[config.mk]
export PLATFORM = sky130hd
export DESIGN_NAME = lcd_cmd_driver
export DESIGN_NICKNAME = d
export VERILOG_FILES = /design/src/rtl/lcd_cmd_driver.sv
export SDC_FILE = /design/constraint.sdc
export NUM_CORES = 1
export LEC_CHECK = 0
export ABC_AREA = 1
export CORE_MARGIN = 1.5
export CORE_UTILIZATION = 25
export DETAILED_ROUTE_END_ITERATION = 10
export PLACE_DENSITY_LB_ADDON = 0.3
export SLEW_MARGIN = 30
export SYNTH_ARGS = -nofsm -noshare
export SYNTH_HDL_FRONTEND = slang
export SYNTH_SLANG_ARGS = --single-unit
[constraint.sdc]
create_clock -name i_clk -period 2.2 [get_ports i_clk]
set_clock_uncertainty 0.05 [all_clocks]
set_input_delay 0.22 -clock i_clk [delete_from_list [all_inputs] [get_ports i_clk]]
set_output_delay 0.22 -clock i_clk [all_outputs]
set_load 0.005 [all_outputs]
[src/rtl/lcd_cmd_driver.sv]
// HD44780 command sequencer: turns strobe-toggled LCD words from the LSU into timed
// setup / enable-pulse / hold / execute bus cycles, with a one-deep pending buffer.
module lcd_cmd_driver #(
  parameter int unsigned T_SETUP_CYC = 3,
  parameter int unsigned T_PW_CYC    = 12,
  parameter int unsigned T_HOLD_CYC  = 2,
  parameter int unsigned T_EXEC_CYC  = 1850,
  parameter int unsigned T_LONG_CYC  = 76000,
  parameter int unsigned CNT_W       = 17
) (
  input  logic        i_clk,
  input  logic        i_rst,
  input  logic [31:0] i_io_lcd,
  output logic [7:0]  o_lcd_data,
  output logic        o_lcd_rs,
  output logic        o_lcd_rw,
  output logic        o_lcd_en,
  output logic        o_lcd_on,
  output logic        o_lcd_blon,
  output logic [31:0] o_lcd_status
);

  typedef enum logic [2:0] {StIdle, StSetup, StPulse, StHold, StWait} state_e;

  localparam logic [CNT_W-1:0] SetupLd = CNT_W'(T_SETUP_CYC - 1);
  localparam logic [CNT_W-1:0] PwLd    = CNT_W'(T_PW_CYC - 1);
  localparam logic [CNT_W-1:0] HoldLd  = CNT_W'(T_HOLD_CYC - 1);
  localparam logic [CNT_W-1:0] ExecLd  = CNT_W'(T_EXEC_CYC - 1);
  localparam logic [CNT_W-1:0] LongLd  = CNT_W'(T_LONG_CYC - 1);

  state_e           state_q, state_d;
  logic [CNT_W-1:0] cnt_q, cnt_d;
  // Command words are {RS, RW, DATA[7:0]}.
  logic [9:0]       act_q, act_d;
  logic [9:0]       pend_q, pend_d;
  logic             pend_vld_q, pend_vld_d;
  logic             pend_stb_q, pend_stb_d;
  logic             ovf_q, ovf_d;
  logic             ack_q, ack_d;
  logic             strobe_q;
  logic             en_q, en_d;
  logic             on_q, blon_q;

  logic       new_cmd;
  logic [9:0] cmd_in;
  logic       phase_done;
  logic       act_long;
  logic       free;
  logic       ovf_set;

  assign new_cmd    = i_io_lcd[10] ^ strobe_q;
  assign cmd_in     = i_io_lcd[9:0];
  assign phase_done = (cnt_q == '0);
  // Clear display (0x01) and return home (0x02/0x03) need the long execution wait.
  assign act_long   = !act_q[9] && (act_q[7:2] == 6'd0) && (act_q[1:0] != 2'd0);
  assign free       = (state_q == StIdle) || ((state_q == StWait) && phase_done);

  always_comb begin
    state_d    = state_q;
    cnt_d      = phase_done ? cnt_q : cnt_q - CNT_W'(1);
    act_d      = act_q;
    ack_d      = ack_q;
    pend_d     = pend_q;
    pend_vld_d = pend_vld_q;
    pend_stb_d = pend_stb_q;
    ovf_set    = 1'b0;

    case (state_q)
      StSetup: if (phase_done) begin
        state_d = StPulse;
        cnt_d   = PwLd;
      end
      StPulse: if (phase_done) begin
        state_d = StHold;
        cnt_d   = HoldLd;
      end
      StHold: if (phase_done) begin
        state_d = StWait;
        cnt_d   = act_long ? LongLd : ExecLd;
      end
      default: ;
    endcase

    if (free) begin
      if (pend_vld_q) begin
        state_d    = StSetup;
        cnt_d      = SetupLd;
        act_d      = pend_q;
        ack_d      = pend_stb_q;
        pend_vld_d = new_cmd;
        if (new_cmd) begin
          pend_d     = cmd_in;
          pend_stb_d = i_io_lcd[10];
        end
      end else if (new_cmd) begin
        state_d = StSetup;
        cnt_d   = SetupLd;
        act_d   = cmd_in;
        ack_d   = i_io_lcd[10];
      end else begin
        state_d = StIdle;
        cnt_d   = '0;
      end
    end else if (new_cmd) begin
      if (!pend_vld_q) begin
        pend_d     = cmd_in;
        pend_stb_d = i_io_lcd[10];
        pend_vld_d = 1'b1;
      end else begin
        ovf_set = 1'b1;
      end
    end

    // A held clear request wins over a same-cycle overflow.
    ovf_d = i_io_lcd[11] ? 1'b0 : (ovf_q | ovf_set);
    en_d  = (state_d == StPulse);
  end

  always_ff @(posedge i_clk or posedge i_rst) begin
    if (i_rst) begin
      state_q    <= StIdle;
      cnt_q      <= '0;
      act_q      <= '0;
      pend_q     <= '0;
      pend_vld_q <= 1'b0;
      pend_stb_q <= 1'b0;
      ovf_q      <= 1'b0;
      ack_q      <= 1'b0;
      strobe_q   <= 1'b0;
      en_q       <= 1'b0;
      on_q       <= 1'b0;
      blon_q     <= 1'b0;
    end else begin
      state_q    <= state_d;
      cnt_q      <= cnt_d;
      act_q      <= act_d;
      pend_q     <= pend_d;
      pend_vld_q <= pend_vld_d;
      pend_stb_q <= pend_stb_d;
      ovf_q      <= ovf_d;
      ack_q      <= ack_d;
      strobe_q   <= i_io_lcd[10];
      en_q       <= en_d;
      on_q       <= i_io_lcd[31];
      blon_q     <= i_io_lcd[30];
    end
  end

  assign o_lcd_data   = act_q[7:0];
  assign o_lcd_rs     = act_q[9];
  assign o_lcd_rw     = act_q[8];
  assign o_lcd_en     = en_q;
  assign o_lcd_on     = on_q;
  assign o_lcd_blon   = blon_q;
  assign o_lcd_status = {28'd0, ack_q, ovf_q, pend_vld_q, (state_q != StIdle)};

endmodule

==> flow_metrics.env <==
export IMPL_drtIter0Drc=132
export IMPL_cts_buffers=5
export IMPL_grt_usage=0.1116
export IMPL_drcViolationCount=0
export IMPL_wl_microns=6712
export IMPL_finalNetCount=461
export IMPL_irDropWorstVdd_mv=0.2383
export IMPL_ys_top_cells_by_area="dfrtp_1 41%, nand2_1 16%, buf_4 8.5%"
export IMPL_vias_per_cell=4.303
export IMPL_diodes=0
export IMPL_p_switching_w=0.0004819
export IMPL_finalSetupViolations=0
export IMPL_cts_hold_buf=0
export IMPL_ys_seq_elements=48
export IMPL_end_kind="primary output"
export IMPL_drive_above_1_share=0.08471
export IMPL_grt_remaining_overflow=0
export IMPL_hold_viol_final=0
export IMPL_fin_crit_sh=0.9250
export IMPL_min_period_ps=2035
export IMPL_clkPwrFrac=0.408
export IMPL_clkLatencyLatePin_ps=290
export IMPL_clkTransAtPathRegs_ps=70
export IMPL_num_rows=39
export IMPL_drt_wirelength_per_cell_microns=11.82
export IMPL_h_tree_depth=2
export IMPL_status="complete, no violations"
export IMPL_timing_fmax_mhz=491.4
export IMPL_most_common_layout_cells="128 x nand2_1, 48 x dfrtp_1, 41 x nor2_1, 33 x inv_1, 32 x clkdlybuf4s50_1"
export IMPL_area_growth_synth_to_final_pct=17.68
export IMPL_post_place_cells=560
export IMPL_max_stage_delay_ps=490
export IMPL_core_sq_mm=0.01142
export IMPL_cts_resized_gates=0
export IMPL_portBuffers=32
export IMPL_rsz0062_at_grt="no"
export IMPL_start_kind="flip-flop"
export IMPL_max_slew_margin_rel=0.6078
export IMPL_slew_violations=0
export IMPL_arrival_ps=1760
export IMPL_yosysTopAreaCell="dfrtp_1"
export IMPL_die_w_microns=111.3
export IMPL_netSwitchingFraction=0.2456
export IMPL_first_global_vias=2372
export IMPL_ios=79
export IMPL_worst_pin_slew_ps=584.3
export IMPL_cts_tree="done"
export IMPL_setup_tns_final_ps=0
export IMPL_dpl_hpwl_microns=4923
export IMPL_yosysWarnings=0
export IMPL_start_util=0.2566
export IMPL_path_buf_inv=3
export IMPL_crit_chain="nor2_4, inv_1, nor2_1, inv_2, clkdlybuf4s50_1"
export IMPL_critPathTopFamily="buffers and inverters"
export IMPL_dieArea_sq_mm=0.01238
export IMPL_grt_pass1_wl_microns=11180
export IMPL_final_cells=568
export IMPL_final_cell_area_sq_mm=0.003448
export IMPL_dieHeight_microns=111.3
export IMPL_hp_class="input pin to asynchronous set/reset pin"
export IMPL_syn_inst=393
export IMPL_ant_nets=0
export IMPL_cellPowerDensity_mw_per_mm2=569.0
export IMPL_clockRootBuffer="clkbuf_16"
export IMPL_cp_slowest_cell="dfrtp_1"
export IMPL_cp_max_fo=9
export IMPL_netlist_cell_type_count=34
export IMPL_synth_area_per_cell_sq_um=7.456
export IMPL_drv_cap=0
export IMPL_worstPathRequired_ps=1930
export IMPL_antenna_found_initial=0
export IMPL_p_comb_frac=0.100
export IMPL_intPower_w=0.001480
export IMPL_power_w=0.001962
export IMPL_syn_area_sq_mm=0.002930
export IMPL_seq_power_share=0.492
export IMPL_critPathKind="flip-flop to primary output"
export IMPL_cts_max_path_buffers=2
export IMPL_synth_top_area_frac=0.4099
export IMPL_cts_setup_buffers=0
export IMPL_first_pass_iters=4
export IMPL_seq_area_frac_synth=0.4099
export IMPL_layout_commonest_cell="nand2_1"
export IMPL_cts_sinks=48
export IMPL_grt_max_degree=49
export IMPL_final_fill_count=1249
export IMPL_p_leak_nw=1.713
export IMPL_place_congestion=0.8700
export IMPL_place_area_sq_mm=0.003296
export IMPL_vias=2444
-- stage by stage --
stage	setup WS [ps]	util	hold slack, ps
after global routing	73.18	0.3020	266.2
after detailed placement	277.8	0.2886	409.1
after global placement	308.0	0.2886	403.9
after CTS	142.1	0.3020	256.4
after floorplan	363.3	-	201.4
final	165.1	0.3020	238.7
-- power by group through the flow --
stage                     Clock (W)  Sequential, W  Combinational, W
after floorplan                   0       0.000975          0.000149
after global placement            0       0.000981          0.000197
after detailed placement          0       0.000982          0.000200
after CTS                  0.000834       0.000965          0.000200
after global routing       0.000867       0.000971          0.000224
final                      0.000801       0.000965          0.000196
-- layout make-up --
class	count	area (sq um)	area share
inverters	36	137.6	0.03991
repair buffers	39	385.4	0.1118
flip-flops and latches	48	1201	0.3483
clock inverters	2	13.76	0.003991
well taps	143	178.9	0.05189
multi-input cells	294	1393	0.4038
clock buffers	6	138.9	0.04028
-- path summary, 6_finish.rpt --
kind                         startpoint         endpoint  slack, ps  cells after the start
max reg2reg                    cnt_q[0]         cnt_q[0]        320                     10
max in group asynchronous         i_rst        cnt_q[13]       1630                      3
min in group i_clk         i_io_lcd[31]         o_lcd_on        320                      1
min reg2reg                   pend_q[6]        pend_q[6]        420                      2
max                          state_q[1]  o_lcd_status[0]        170                      5
min                               i_rst         act_q[2]        240                      3
-- cell usage after synthesis (all sizes together) --
master	n
a211oi	1
a21oi	9
a22oi	1
a31oi	3
buf	38
clkbuf	4
conb	1
dfrtp	48
ha	3
inv	36
nand2	134
nand3	27
nand3b	4
nand4	13
nor2	49
nor3	4
o21a	1
o21ai	9
o22ai	1
or2	1
xnor2	1
xor2	5
-- state kept, by name, indices dropped and copies added (netlist names) --
| signal | count |
|---|---|
| o_lcd_on | 1 |
| state_q | 3 |
| o_lcd_en | 1 |
| pend_q | 10 |
| pend_stb_q | 1 |
| o_lcd_blon | 1 |
| ack_q | 1 |
| strobe_q | 1 |
| cnt_q | 17 |
| pend_vld_q | 1 |
| ovf_q | 1 |
| act_q | 10 |
-- routing by layer --
metal | vias to the layer above | wire, microns | GRT usage
met3 | 5 | 282 | 0.02187
met4 | 0 | 54 | 0.02616
met1 | 1143 | 3077 | 0.1367
li1 | 1243 | - | -
met2 | 53 | 3298 | 0.2012
met5 | - | 0 | 0
-- kinds of logic (layout without fill, tap and decap cells) --
kind of cell | count (synthesis) | after routing | synth area share
DFF | 48 | 48 | 0.4099
adders and majority gates | 3 | 3 | 0.01281
buffers and inverters | 78 | 83 | 0.1494
AOI/OAI and AO/OA | 25 | 25 | 0.04697
and+or+nand+nor | 232 | 232 | 0.3617
xor gates and xnor gates | 6 | 6 | 0.01793
other | 1 | 28 | 0.001280
-- worst register-to-register path, stage by stage, from the launching register on --
cell,delay [ps]
dfrtp_1,380
inv_1,100
ha_1,170
inv_1,40
nor2_1,80
nand2_1,90
nor2_4,180
nand2_2,140
ha_1,300
nor2_1,40
a211oi_1,220
Power figures use the tool's default switching activity.
